$ cat src/rtl/mem_pkg.sv
// Shared types for the memory-stage access controller: size codes, FSM states
// and the byte-enable / alignment helpers.
package mem_pkg;

  localparam logic [1:0] SIZE_BYTE  = 2'b00;
  localparam logic [1:0] SIZE_HALF  = 2'b01;
  localparam logic [1:0] SIZE_WORD  = 2'b10;
  localparam logic [1:0] SIZE_DWORD = 2'b11;

  typedef enum logic [1:0] {IDLE, BEAT0, BEAT1, DONE} state_e;

  function automatic logic [3:0] be_gen(input logic [1:0] size, input logic [1:0] addr_lo);
    logic [3:0] be;
    case (size)
      SIZE_BYTE: be = 4'b0001 << addr_lo;
      SIZE_HALF: be = addr_lo[1] ? 4'b1100 : 4'b0011;
      default:   be = 4'b1111;
    endcase
    return be;
  endfunction

  function automatic logic misaligned(input logic [1:0] size, input logic [2:0] addr_lo);
    logic m;
    case (size)
      SIZE_BYTE: m = 1'b0;
      SIZE_HALF: m = addr_lo[0];
      SIZE_WORD: m = |addr_lo[1:0];
      default:   m = |addr_lo;
    endcase
    return m;
  endfunction

endpackage

$ cat src/rtl/mem_stage_access_ctrl_if.sv
// Data-memory beat port: request/ack with word address, byte enables and data.
interface mem_stage_access_ctrl_if;
  logic        Mem_Req_Out;
  logic        Mem_Write_Out;
  logic [31:0] Mem_Addr_Out;
  logic [3:0]  Mem_BE_Out;
  logic [31:0] Mem_WData_Out;
  logic        Mem_Ack_In;
  logic [31:0] Mem_RData_In;

  modport master (
    output Mem_Req_Out, Mem_Write_Out, Mem_Addr_Out, Mem_BE_Out, Mem_WData_Out,
    input  Mem_Ack_In, Mem_RData_In
  );

  modport slave (
    input  Mem_Req_Out, Mem_Write_Out, Mem_Addr_Out, Mem_BE_Out, Mem_WData_Out,
    output Mem_Ack_In, Mem_RData_In
  );
endinterface

$ cat src/rtl/mem_lane_align.sv
// Combinational lane steering: byte enables, store-lane replication and
// load extraction with zero extension.
module mem_lane_align (
  input  logic [1:0]  size_i,
  input  logic [1:0]  addr_lo_i,
  input  logic [31:0] wdata_i,
  input  logic [31:0] rdata_i,
  output logic [3:0]  be_o,
  output logic [31:0] wdata_o,
  output logic [31:0] rdata_o
);
  import mem_pkg::*;

  always_comb begin
    be_o    = be_gen(size_i, addr_lo_i);
    wdata_o = wdata_i;
    rdata_o = rdata_i;
    case (size_i)
      SIZE_BYTE: begin
        wdata_o = {4{wdata_i[7:0]}};
        rdata_o = {24'd0, rdata_i[{addr_lo_i, 3'b000} +: 8]};
      end
      SIZE_HALF: begin
        wdata_o = {2{wdata_i[15:0]}};
        rdata_o = {16'd0, rdata_i[{addr_lo_i[1], 4'b0000} +: 16]};
      end
      default: ;
    endcase
  end

endmodule

$ cat src/rtl/mem_stage_access_ctrl.sv
// Memory-stage controller: accepts one load/store, issues one or two beats on
// the data-memory port, stalls the pipeline and returns load data for writeback.
module mem_stage_access_ctrl
  import mem_pkg::*;
#(
  parameter int TIMEOUT_CYCLES = 16
) (
  input  logic        CLK,
  input  logic        CLR,
  input  logic        Enable_In,
  input  logic        rw_In,
  input  logic        Load_In,
  input  logic [1:0]  Size_In,
  input  logic [31:0] Addr_In,
  input  logic [31:0] StoreLo_In,
  input  logic [31:0] StoreHi_In,
  input  logic [3:0]  Rd_In,
  output logic        Stall_Out,
  mem_stage_access_ctrl_if.master mem,
  output logic        LoadValid_Out,
  output logic [31:0] LoadLo_Out,
  output logic [31:0] LoadHi_Out,
  output logic [3:0]  Rd_Out,
  output logic        Fault_Out
);
  localparam int TW = $clog2(TIMEOUT_CYCLES + 1);

  state_e      state_q, state_d;
  logic        rw_q, rw_d, load_q, load_d, fault_q, fault_d;
  logic [1:0]  size_q, size_d;
  logic [31:0] addr_q, addr_d, slo_q, slo_d, shi_q, shi_d;
  logic [31:0] lo_stage_q, lo_stage_d, load_lo_q, load_lo_d, load_hi_q, load_hi_d;
  logic [3:0]  rd_q, rd_d;
  logic [TW-1:0] tmo_q, tmo_d;

  logic        req;
  logic [3:0]  be;
  logic [31:0] wdata, rdata_ext;

  mem_lane_align u_align (
    .size_i    (size_q),
    .addr_lo_i (addr_q[1:0]),
    .wdata_i   ((state_q == BEAT1) ? shi_q : slo_q),
    .rdata_i   (mem.Mem_RData_In),
    .be_o      (be),
    .wdata_o   (wdata),
    .rdata_o   (rdata_ext)
  );

  always_comb begin
    state_d    = state_q;
    rw_d       = rw_q;
    load_d     = load_q;
    fault_d    = fault_q;
    size_d     = size_q;
    addr_d     = addr_q;
    slo_d      = slo_q;
    shi_d      = shi_q;
    rd_d       = rd_q;
    lo_stage_d = lo_stage_q;
    load_lo_d  = load_lo_q;
    load_hi_d  = load_hi_q;
    tmo_d      = tmo_q;
    case (state_q)
      IDLE: begin
        tmo_d = '0;
        if (Enable_In) begin
          rw_d    = rw_In;
          load_d  = Load_In;
          size_d  = Size_In;
          addr_d  = Addr_In;
          slo_d   = StoreLo_In;
          shi_d   = StoreHi_In;
          rd_d    = Rd_In;
          fault_d = misaligned(Size_In, Addr_In[2:0]);
          state_d = misaligned(Size_In, Addr_In[2:0]) ? DONE : BEAT0;
        end
      end
      BEAT0, BEAT1: begin
        if (mem.Mem_Ack_In) begin
          tmo_d = '0;
          if (state_q == BEAT0 && size_q == SIZE_DWORD) begin
            lo_stage_d = rdata_ext;
            state_d    = BEAT1;
          end else begin
            // Outputs update only on completion so they hold across beat 1.
            if (load_q) begin
              load_lo_d = (size_q == SIZE_DWORD) ? lo_stage_q : rdata_ext;
              load_hi_d = (size_q == SIZE_DWORD) ? rdata_ext : 32'd0;
            end
            state_d = DONE;
          end
        end else if (tmo_q == TW'(TIMEOUT_CYCLES - 1)) begin
          fault_d = 1'b1;
          state_d = DONE;
        end else begin
          tmo_d = tmo_q + TW'(1);
        end
      end
      DONE: begin
        fault_d = 1'b0;
        state_d = IDLE;
      end
      default: state_d = IDLE;
    endcase
  end

  always_ff @(posedge CLK) begin
    if (CLR) begin
      state_q    <= IDLE;
      rw_q       <= 1'b0;
      load_q     <= 1'b0;
      fault_q    <= 1'b0;
      size_q     <= 2'b00;
      addr_q     <= 32'd0;
      slo_q      <= 32'd0;
      shi_q      <= 32'd0;
      rd_q       <= 4'd0;
      lo_stage_q <= 32'd0;
      load_lo_q  <= 32'd0;
      load_hi_q  <= 32'd0;
      tmo_q      <= '0;
    end else begin
      state_q    <= state_d;
      rw_q       <= rw_d;
      load_q     <= load_d;
      fault_q    <= fault_d;
      size_q     <= size_d;
      addr_q     <= addr_d;
      slo_q      <= slo_d;
      shi_q      <= shi_d;
      rd_q       <= rd_d;
      lo_stage_q <= lo_stage_d;
      load_lo_q  <= load_lo_d;
      load_hi_q  <= load_hi_d;
      tmo_q      <= tmo_d;
    end
  end

  // Bus outputs are gated by req so an idle port presents all zeros.
  assign req               = (state_q == BEAT0) || (state_q == BEAT1);
  assign mem.Mem_Req_Out   = req;
  assign mem.Mem_Write_Out = req & rw_q;
  assign mem.Mem_Addr_Out  = req ? ({addr_q[31:2], 2'b00} + ((state_q == BEAT1) ? 32'd4 : 32'd0))
                                 : 32'd0;
  assign mem.Mem_BE_Out    = req ? be : 4'd0;
  assign mem.Mem_WData_Out = (req & rw_q) ? wdata : 32'd0;

  assign Stall_Out     = ((state_q == IDLE) && Enable_In) || req;
  assign LoadValid_Out = (state_q == DONE) && load_q && !fault_q;
  assign Fault_Out     = (state_q == DONE) && fault_q;
  assign LoadLo_Out    = load_lo_q;
  assign LoadHi_Out    = load_hi_q;
  assign Rd_Out        = rd_q;

endmodule

$ cat src/flat_wrapper.sv
// flat-port wrapper written by rule: the top's interface ports become plain ports
module mem_stage_access_ctrl_flat import mem_pkg::*;
#(
  parameter int TIMEOUT_CYCLES = 16
)
  (CLK, CLR, Enable_In, rw_In, Load_In, Size_In, Addr_In, StoreLo_In, StoreHi_In, Rd_In, Stall_Out, LoadValid_Out, LoadLo_Out, LoadHi_Out, Rd_Out, Fault_Out, mem_Mem_Req_Out, mem_Mem_Write_Out, mem_Mem_Addr_Out, mem_Mem_BE_Out, mem_Mem_WData_Out, mem_Mem_Ack_In, mem_Mem_RData_In);
  mem_stage_access_ctrl_if mem_i ();
  input  logic CLK;
  input  logic CLR;
  input  logic Enable_In;
  input  logic rw_In;
  input  logic Load_In;
  input  logic [1:0] Size_In;
  input  logic [31:0] Addr_In;
  input  logic [31:0] StoreLo_In;
  input  logic [31:0] StoreHi_In;
  input  logic [3:0] Rd_In;
  output logic Stall_Out;
  output logic LoadValid_Out;
  output logic [31:0] LoadLo_Out;
  output logic [31:0] LoadHi_Out;
  output logic [3:0] Rd_Out;
  output logic Fault_Out;
  output wire logic [$bits(mem_i.Mem_Req_Out)-1:0] mem_Mem_Req_Out;
  output wire logic [$bits(mem_i.Mem_Write_Out)-1:0] mem_Mem_Write_Out;
  output wire logic [$bits(mem_i.Mem_Addr_Out)-1:0] mem_Mem_Addr_Out;
  output wire logic [$bits(mem_i.Mem_BE_Out)-1:0] mem_Mem_BE_Out;
  output wire logic [$bits(mem_i.Mem_WData_Out)-1:0] mem_Mem_WData_Out;
  input wire logic [$bits(mem_i.Mem_Ack_In)-1:0] mem_Mem_Ack_In;
  input wire logic [$bits(mem_i.Mem_RData_In)-1:0] mem_Mem_RData_In;
  assign mem_Mem_Req_Out = mem_i.Mem_Req_Out;
  assign mem_Mem_Write_Out = mem_i.Mem_Write_Out;
  assign mem_Mem_Addr_Out = mem_i.Mem_Addr_Out;
  assign mem_Mem_BE_Out = mem_i.Mem_BE_Out;
  assign mem_Mem_WData_Out = mem_i.Mem_WData_Out;
  assign mem_i.Mem_Ack_In = mem_Mem_Ack_In;
  assign mem_i.Mem_RData_In = mem_Mem_RData_In;
  mem_stage_access_ctrl #(.TIMEOUT_CYCLES(TIMEOUT_CYCLES)) u_core (.CLK(CLK), .CLR(CLR), .Enable_In(Enable_In), .rw_In(rw_In), .Load_In(Load_In), .Size_In(Size_In), .Addr_In(Addr_In), .StoreLo_In(StoreLo_In), .StoreHi_In(StoreHi_In), .Rd_In(Rd_In), .Stall_Out(Stall_Out), .mem(mem_i), .LoadValid_Out(LoadValid_Out), .LoadLo_Out(LoadLo_Out), .LoadHi_Out(LoadHi_Out), .Rd_Out(Rd_Out), .Fault_Out(Fault_Out));
endmodule
$ cat config.mk
export PLATFORM = sky130hd
export DESIGN_NAME = mem_stage_access_ctrl_flat
export DESIGN_NICKNAME = d
export VERILOG_FILES = /design/src/rtl/mem_pkg.sv /design/src/rtl/mem_stage_access_ctrl_if.sv /design/src/rtl/mem_lane_align.sv /design/src/rtl/mem_stage_access_ctrl.sv /design/src/flat_wrapper.sv
export SDC_FILE = /design/constraint.sdc
export NUM_CORES = 1
export LEC_CHECK = 0
export CORE_MARGIN = 1.5
export CORE_UTILIZATION = 30
export DETAILED_ROUTE_END_ITERATION = 7
export HOLD_SLACK_MARGIN = 0.03
export PLACE_DENSITY = 0.55
export SLEW_MARGIN = 20
export SYNTH_ARGS = -nofsm -noshare
export SYNTH_HDL_FRONTEND = slang
export SYNTH_SLANG_ARGS = --single-unit
$ cat constraint.sdc
create_clock -name CLK -period 8.26 [get_ports CLK]
set_input_delay 2.065 -clock CLK [delete_from_list [all_inputs] [get_ports CLK]]
set_output_delay 2.065 -clock CLK [all_outputs]
set_load 0.01 [all_outputs]
==> results of run 1 <==
-- metal layers --
layer  track usage  vias to the layer above
li1              -                     4818
met4        0.0489                        0
met3        0.0283                       43
met2         0.317                      248
met5             0                        -
met1         0.266                     4454
-- metrics by stage --
step	hold WS [ns]	power, mW	setup WS, ns	cell area, µm²	util
final	0.449	3.22	1.79	13800	0.425
after global routing	0.470	3.41	1.45	13800	0.425
after CTS	0.452	3.26	1.69	13700	0.424
after detailed placement	0.443	2.09	2.25	12900	0.397
after global placement	0.434	2.08	2.35	12900	0.397
after floorplan	0.428	1.73	3.31	9830	-
-- synth_stat cells, drive strengths merged, types with 20 or more instances --
library cell  instances
a21oi               175
nor2b                21
mux2i                20
a22oi                26
nor2                 57
dfxtp               208
o21ai                28
clkbuf               88
nand2               301
nand3                44
o22ai                25
mux2                 36
inv                  22
a211oi               24
-- flip-flops by register name, indices dropped and copies added (netlist names) --
register           count
u_core.LoadHi_Out     32
u_core.LoadLo_Out     32
u_core.addr_q         32
u_core.lo_stage_q     32
u_core.shi_q          32
u_core.slo_q          32
u_core.tmo_q           5
u_core.Rd_Out          4
u_core.size_q          2
u_core.state_q         2
u_core.fault_q         1
u_core.load_q          1
u_core.rw_q            1
-- layout make-up --
type                            instances  area (µm²)  share of cell area
Antenna cell                            1        2.50            0.000182
Clock buffer                           36         747              0.0543
Clock inverter                          9         129             0.00936
Inverter                               22        82.6             0.00600
Multi-Input combinational cell        929        5210               0.379
Sequential cell                       208        4170               0.303
Tap cell                              442         553              0.0402
Timing Repair Buffer                  287        2870               0.209
-- kinds of logic (layout without fill, tap and decap cells) --
logic type,count (synthesis),in the layout,share of synthesized area
adder cells (fa/ha/maj),8,8,0.0102
multiplexers,56,56,0.0616
other,1,3,0.000382
XOR/XNOR,12,12,0.0107
AO/OA/AOI/OAI,331,331,0.201
buffers and inverters,128,354,0.0499
flip-flops,208,208,0.424
AND/OR/NAND/NOR,520,520,0.243
-- final timing paths --
| check | startpoint | to | slack (ns) |
|---|---|---|---|
| max reg2reg | u_core.size_q[1]$_SDFFE_PP0P_ | u_core.LoadHi_Out[4]$_SDFFE_PP0P_ | 5.45 |
| min reg2reg | u_core.lo_stage_q[30]$_SDFFE_PP0P_ | u_core.lo_stage_q[30]$_SDFFE_PP0P_ | 0.45 |
| min | u_core.lo_stage_q[30]$_SDFFE_PP0P_ | u_core.lo_stage_q[30]$_SDFFE_PP0P_ | 0.45 |
| max | u_core.state_q[0]$_SDFFE_PP0P_ | mem_Mem_Addr_Out[24] | 1.79 |
-- report_power, final --
| group | switching [mW] | internal (mW) | leakage (nW) |
|---|---|---|---|
| clock | 0.444 | 0.719 | 0.428 |
| sequential | 0.0775 | 1.10 | 1.69 |
| combinational | 0.518 | 0.359 | 2.60 |
-- worst max-delay path, stage by stage (launching register included) --
cell	delay [ns]
dfxtp_1	0.33
inv_1	0.10
ha_2	0.83
ha_1	0.38
nand4_2	0.25
or3_1	0.70
or4_1	0.56
a21oi_1	0.16
clkdlybuf4s50_1	0.55
==> summary.md, run 1 <==
| Metric | Value |
|---|---|
| Leak pwr | `4.72 nW` |
| DP HPWL | `22900 µm` |
| I/O Buffers | `278` |
| FP Rows | `66` |
| Unrepaired setup endpoints after global routing | `no` |
| Area grow syn2layout | `40.1%` |
| Final Cycle Share | `0.784` |
| #FFs+latches synth | `208` |
| Starting Density | `0.304` |
| Worst vdd ir | `0.000112 V` |
| First-pass GRT wire length | `52100 µm` |
| Worst endpoint required time | `6.20 ns` |
| I/O pin total | `281` |
| Final Max Tran Viols | `0` |
| Syn Area/Cell | `7.78 µm²` |
| Clock Root Buffer | `clkbuf_16` |
| Largest net degree at the start of global routing | `128` |
| Post-cts sizing count | `0` |
| Pwr/cell area | `234 nW/µm²` |
| Most frequent cells in the layout | `nand2_1, clkdlybuf4s50_1, dfxtp_1` |
| Commonest non-fill, non-tap cell in the layout | `nand2_1` |
| DRT Wirelength | `33700 µm` |
| F_max | `154 MHz` |
| Die area | `33900 µm²` |
| Worst Skew | `0.00721 ns` |
| Setup TNS | `0 ns` |
| Dominant cell type by area after synthesis | `dfxtp_1` |
| Total of max-cap violations | `0` |
| Fin cells | `1934` |
| Die W | `184 µm` |
| Initial DRC Count | `506` |
| Final Setup Violations | `0` |
| Post-synth cell types | `53` |
| Vias in the first global route | `9271` |
| Worst-path clk slew | `0.06 ns` |
| Total length of routed met2 wires | `15700 µm` |
| Final Hold Vio Count | `0` |
| Routed len/inst | `17.4 µm` |
| CP arrival | `4.41 ns` |
| Synth warn | `0` |
| Die Y | `184 µm` |
| EDFF count, synth | `0` |
| Routed Antenna Nets | `0` |
| CTS max path bufs | `3` |
| Filler cells | `3340` |
| Yosys top cell area share | `0.424` |
| Worst-skew pair later-pin latency | `0.52 ns` |
| Critical setup path kind | `reg -> out` |
| Hold WC Path Type | `reg -> reg` |
| Met1 WL | `15700 µm` |
| DRC Markers | `0` |
| Hold buffer count at cts | `0` |
| Share of cells above drive strength 1 | `0.0718` |
| Final net count | `1621` |
| Post-CTS setup buffer count | `0` |
| Async SR Flop Fraction | `0` |
| DP Cell Count | `1887` |
| Worst-Margin Slew | `1.00 ns` |
| Seq/Total Area, Yosys | `0.424` |
| Total GRT Usage | `0.193` |
| Cell area after synthesis | `9830 µm²` |
| Worst Setup End Kind | `output pin` |
| GP Congestion | `0.808` |
| DR top layer | `met4` |
| Initial antenna violation count | `1` |
| Post-Syn Instances | `1264` |
| TritonCTS Sinks | `208` |
| Total CTS buffers | `25` |
| Minimum clock period | `6.47 ns` |
| WHS Path Cells | `2` |
| Most area-consuming cells after synthesis | `dfxtp_1, nand2_1, a21oi_1, mux2_2, clkbuf_1` |
| Worst setup SP type | `register` |
| Met3 wire len | `1680 µm` |
| CTS tree | `done` |
| Total congestion overflow | `0` |
| Cell depth of the worst flop-to-flop path | `6` |
| Status | `finished clean` |
| Ys flop type | `dfxtp_1` |
| Maximum net fanout on the critical path | `34` |
| H-tree levels | `1` |
| Via density | `4.94` |
| Vias | `9563` |
| Total core area | `32400 µm²` |
| Max-slew headroom | `0.333` |
| Drt pass-1 iters | `5` |
(Power assumes the default switching activity.)
==> inputs of run 2 (changes only) <==
Settings changed: PLACE_DENSITY 0.55 to 0.57.
Clock period 8.26 ns to 5.2 ns, I/O delays scaled along.
==> summary.md, run 2 (synthesis gave the netlist of run 1 again) <==
| Metric | Value |
|---|---|
| Final net count | `1626` |
| Worst-skew pair later-pin latency | `0.52 ns` |
| CTS tree | `done` |
| Initial DRC Count | `604` |
| Commonest non-fill, non-tap cell in the layout | `nand2_1` |
| Post-cts sizing count | `0` |
| Cell Int Power | `3.52 mW` |
| Worst endpoint required time | `3.90 ns` |
| Total core area | `32400 µm²` |
| Fin cells | `1938` |
| Area after DPL | `12900 µm²` |
| DP HPWL | `23400 µm` |
| Clk network pwr share | `0.362` |
| DP Cell Count | `1892` |
| Min setup slack post-route | `0.364 ns` |
| Vias in the first global route | `9209` |
| Sequence of cells on the critical path | `inv_1 > ha_2 > ha_1 > nand4_2 > or3_1 > or4_1 > a21oi_1 > clkdlybuf4s50_1` |
| Area grow syn2layout | `40.8%` |
| First-pass GRT wire length | `52100 µm` |
| Worst-Margin Slew | `1.09 ns` |
| FF-to-FF Start | `u_core.state_q[0]$_SDFFE_PP0P_` |
| CP max stage cell | `or3_1` |
| Sw Share | `0.320` |
| H-tree levels | `1` |
| Buf+Inv Stages, Crit Path | `2` |
| Starting Density | `0.304` |
| Diode count | `0` |
| Drt pass-1 iters | `7` |
| CP peak stage delay | `0.69 ns` |
| Worst Setup End Kind | `output pin` |
| I/O pin total | `281` |
| Die W | `184 µm` |
| FP Rows | `66` |
| Post-layout instance area | `13800 µm²` |
| Design Power | `5.17 mW` |
| Met3 Track Usage GR | `0.0305` |
| Setup TNS | `0 ns` |
| TritonCTS Sinks | `208` |
| Final hold slack | `0.450 ns` |
| Initial antenna violation count | `1` |
| Status | `finished clean` |
| CTS max path bufs | `3` |
| Final Max Tran Viols | `0` |
| DRC Markers | `0` |
| Met1 Resource Use GR | `0.267` |
| Share of cells above drive strength 1 | `0.0742` |
| Minimum clock period | `4.84 ns` |
| I/O Buffers | `278` |
| Total of max-cap violations | `0` |
| Hold WC Path Type | `reg -> reg` |
| Hold buffer count at cts | `0` |
| Vias | `9648` |
| Clock Root Buffer | `clkbuf_16` |
| Crit Reg-Reg Endpoint | `u_core.LoadHi_Out[3]$_SDFFE_PP0P_` |
| Worst Skew | `0.00930 ns` |
| Pwr/cell area | `374 nW/µm²` |
| Critical setup path kind | `reg -> out` |
| Total GRT Usage | `0.194` |
| P_sw | `1.65 mW` |
| Cell depth of the worst flop-to-flop path | `7` |
| Layout Utilization | `0.427` |
| Routed Antenna Nets | `0` |
| Worst setup SP type | `register` |
| Final Setup Violations | `0` |
| Post-CTS setup buffer count | `0` |
| Maximum net fanout on the critical path | `21` |
| Leak pwr | `4.76 nW` |
| Worst vdd ir | `0.000207 V` |
| Delay-heaviest family, CP | `simple AND/OR/NAND/NOR gates` |
| Worst-path clk slew | `0.07 ns` |
| Levels on crit path | `8` |
| Comb pwr share | `0.273` |
| Die Y | `184 µm` |
| GP Congestion | `0.819` |
| Reg2reg setup slack | `2.30 ns` |
| Unrepaired setup endpoints after global routing | `no` |
| Worst setup path endpoint | `mem_Mem_Addr_Out[24]` |
| DRT Wirelength | `33900 µm` |
| F_max | `207 MHz` |
| Total congestion overflow | `0` |
| CP arrival | `3.54 ns` |
| Max-slew headroom | `0.268` |
| Total CTS buffers | `24` |
| Die area | `33900 µm²` |
| Largest net degree at the start of global routing | `105` |
| DP Worst Slack | `0.895 ns` |
| Via density | `4.98` |
| Final Hold Vio Count | `0` |
| Met2 usage | `0.316` |
| Final Cycle Share | `0.930` |
| Sequential Power Share | `0.365` |
| Critical Path Source | `u_core.state_q[0]$_SDFFE_PP0P_` |
| Most frequent cells in the layout | `nand2_1, clkdlybuf4s50_1, dfxtp_1` |
| Gr busiest metal | `met2` |
| Routed len/inst | `17.5 µm` |
run 2: worst min path at each step:
stage               slack (ns)                          startpoint                            endpoint  cells past startpoint
floorplan                 0.43  u_core.lo_stage_q[16]$_SDFFE_PP0P_  u_core.lo_stage_q[16]$_SDFFE_PP0P_                      2
global placement          0.43  u_core.lo_stage_q[19]$_SDFFE_PP0P_  u_core.lo_stage_q[19]$_SDFFE_PP0P_                      2
detailed placement        0.44  u_core.LoadLo_Out[25]$_SDFFE_PP0P_  u_core.LoadLo_Out[25]$_SDFFE_PP0P_                      2
CTS                       0.45  u_core.LoadLo_Out[25]$_SDFFE_PP0P_  u_core.LoadLo_Out[25]$_SDFFE_PP0P_                      2
global route              0.47       u_core.shi_q[12]$_SDFFE_PP0P_       u_core.shi_q[12]$_SDFFE_PP0P_                      2
finish                    0.45  u_core.lo_stage_q[30]$_SDFFE_PP0P_  u_core.lo_stage_q[30]$_SDFFE_PP0P_                      2
run 2: area by class of cell:
type / count / area, µm²
Sequential cell: 208 / 4170
Multi-Input combinational cell: 929 / 5210
Timing Repair Buffer: 293 / 2940
Clock inverter: 9 / 154
Inverter: 22 / 82.6
Tap cell: 442 / 553
Fill cell: 3296 / 18500
Clock buffer: 35 / 733
run 2: worst reg2reg max path: stages, from the launching register on:
cell and delay [ns]:
dfxtp_1 0.37, inv_1 0.08, ha_1 0.30, buf_4 0.20, nand4_1 0.25, nor3b_2 0.95, nand2b_1 0.39, o21ai_0 0.27
run 2: power by group through the flow:
stage               Sequential [mW]  Combinational [mW]  Clock [mW]
floorplan                      1.88               0.871           0
global placement               1.92                1.40           0
detailed placement             1.92                1.41           0
CTS                            1.89                1.42        1.91
global route                   1.91                1.55        1.99
finish                         1.89                1.41        1.87
run 2: metal layers:
layer	up-vias	part of all wire
met3	50	0.053
met5	-	0.00038
met2	275	0.46
met4	2	0.021
li1	4818	-
met1	4503	0.47
==> inputs of run 3 (changes only) <==
Settings changed: CORE_MARGIN 1.5 to not set.
==> summary.md, run 3 (synthesis gave the netlist of run 1 again) <==
| Metric | Value |
|---|---|
| I/O pin total | `281` |
| Vias | `9560` |
| Reg2reg setup slack | `2.24 ns` |
| Clock Root Buffer | `clkbuf_16` |
| Area after DPL | `12900 µm²` |
| Total of max-cap violations | `0` |
| DRT Wirelength | `33300 µm` |
| CTS max path bufs | `3` |
| CP arrival | `3.52 ns` |
| Area grow syn2layout | `40.4%` |
| Most frequent cells in the layout | `nand2_1, clkdlybuf4s50_1, dfxtp_1` |
| Routed Antenna Nets | `0` |
| Final net count | `1627` |
| Post-CTS setup buffer count | `0` |
| Via density | `4.95` |
| Worst endpoint required time | `3.90 ns` |
| Critical Path Source | `u_core.state_q[0]$_SDFFE_PP0P_` |
| Drt pass-1 iters | `6` |
| Starting Density | `0.308` |
| CTS tree | `done` |
| Total core area | `31900 µm²` |
| Commonest non-fill, non-tap cell in the layout | `nand2_1` |
| Worst-Margin Slew | `1.09 ns` |
| DRC Markers | `0` |
| Cell depth of the worst flop-to-flop path | `6` |
| Hold WC Path Type | `reg -> reg` |
| I/O Buffers | `278` |
| Routed len/inst | `17.2 µm` |
| Pwr/cell area | `372 nW/µm²` |
| GP Congestion | `0.830` |
| Layout Utilization | `0.433` |
| Initial antenna violation count | `1` |
| TritonCTS Sinks | `208` |
| Worst-path clk slew | `0.06 ns` |
| Final Cycle Share | `0.927` |
| First-pass GRT wire length | `51900 µm` |
| Final Max Tran Viols | `0` |
| Minimum clock period | `4.82 ns` |
| FP Rows | `65` |
| Initial DRC Count | `633` |
| Setup TNS | `0 ns` |
| Critical setup path kind | `reg -> out` |
| Total congestion overflow | `0` |
| Vias in the first global route | `9432` |
| Die Y | `183 µm` |
| Die W | `183 µm` |
| F_max | `207 MHz` |
| Maximum net fanout on the critical path | `21` |
| Crit Reg-Reg Endpoint | `u_core.LoadLo_Out[0]$_SDFFE_PP0P_` |
| Post-layout instance area | `13800 µm²` |
| Worst Setup End Kind | `output pin` |
| Post-cts sizing count | `0` |
| Unrepaired setup endpoints after global routing | `no` |
| Status | `finished clean` |
| Worst Skew | `0.0136 ns` |
| Total GRT Usage | `0.194` |
| FF-to-FF Start | `u_core.size_q[1]$_SDFFE_PP0P_` |
| Worst setup path endpoint | `mem_Mem_Addr_Out[24]` |
| Worst-skew pair later-pin latency | `0.51 ns` |
| H-tree levels | `1` |
| Final Hold Vio Count | `0` |
| Largest net degree at the start of global routing | `101` |
| Die area | `33500 µm²` |
| DP HPWL | `23300 µm` |
| Worst setup SP type | `register` |
| Total CTS buffers | `24` |
| Final Setup Violations | `0` |
| Hold buffer count at cts | `0` |
| Leak pwr | `4.75 nW` |
| Worst vdd ir | `0.000220 V` |
| Max-slew headroom | `0.276` |
| Share of cells above drive strength 1 | `0.0729` |
[run 3: cell count changes in the layout (fill, tap and decap cells not counted), moves of 2 or more]
cell        previous run  this run
buf_12                 0         2
buf_16                 2         0
clkbuf_1               3         5
clkinvlp_4             2         0
clkinv_2               2         4
clkbuf_8               7         4
[run 3: report_power, final]
part / leakage (nW) / switching [mW] / internal [mW] / total (mW)
clock: 0.429 / 0.669 / 1.18 / 1.85
combinational: 2.63 / 0.803 / 0.584 / 1.39
sequential: 1.69 / 0.141 / 1.75 / 1.89
total: 4.75 / 1.61 / 3.52 / 5.13
[run 3: layout make-up]
| cell class | instances | area [µm²] |
|---|---|---|
| fillers | 3243 | 18100 |
| clock buffers | 34 | 699 |
| flip-flops and latches | 208 | 4170 |
| diodes | 1 | 2.50 |
| well taps | 435 | 544 |
| clock inverters | 9 | 170 |
| multi-input cells | 929 | 5210 |
| inverters | 22 | 82.6 |
| repair buffers | 294 | 2930 |
[run 3: worst min-delay path by stage]
stage | slack (ns) | endpoint | cells past startpoint | from
final | 0.45 | u_core.lo_stage_q[23]$_SDFFE_PP0P_ | 2 | u_core.lo_stage_q[23]$_SDFFE_PP0P_
after global routing | 0.47 | u_core.LoadLo_Out[27]$_SDFFE_PP0P_ | 2 | u_core.LoadLo_Out[27]$_SDFFE_PP0P_
after CTS | 0.45 | u_core.lo_stage_q[28]$_SDFFE_PP0P_ | 2 | u_core.lo_stage_q[28]$_SDFFE_PP0P_
after detailed placement | 0.44 | u_core.lo_stage_q[28]$_SDFFE_PP0P_ | 2 | u_core.lo_stage_q[28]$_SDFFE_PP0P_
after global placement | 0.43 | u_core.lo_stage_q[17]$_SDFFE_PP0P_ | 2 | u_core.lo_stage_q[17]$_SDFFE_PP0P_
after floorplan | 0.43 | u_core.lo_stage_q[16]$_SDFFE_PP0P_ | 2 | u_core.lo_stage_q[16]$_SDFFE_PP0P_
[run 3: worst max-delay path: stages, from the launching register on]
cell and delay [ns]:
dfxtp_1 0.34, inv_1 0.09, ha_2 0.18, ha_1 0.22
nand4_2 0.25, or3_1 0.69, or4_1 0.55, a21oi_1 0.16
clkdlybuf4s50_1 0.54
[run 3: routing by layer]
metal  vias up  part of all wire  GRT usage
li1       4814                 -          -
met1      4441              0.46      0.261
met2       258              0.46      0.317
met3        47             0.059     0.0351
met4         0             0.024     0.0567
met5         -                 0          0
[run 3: stage by stage]
stage / power (mW) / instances / hold slack (ns) / worst slack [ns]
4_1_cts: 5.21 / 1931 / 0.452 / 0.347
3_5_place_dp: 3.33 / 1888 / 0.443 / 0.897
5_1_grt: 5.43 / 1932 / 0.465 / 0.147
2_1_floorplan: 2.75 / 1265 / 0.428 / 1.63
3_3_place_gp: 3.33 / 1887 / 0.434 / 0.942
6_report: 5.13 / 1932 / 0.449 / 0.378
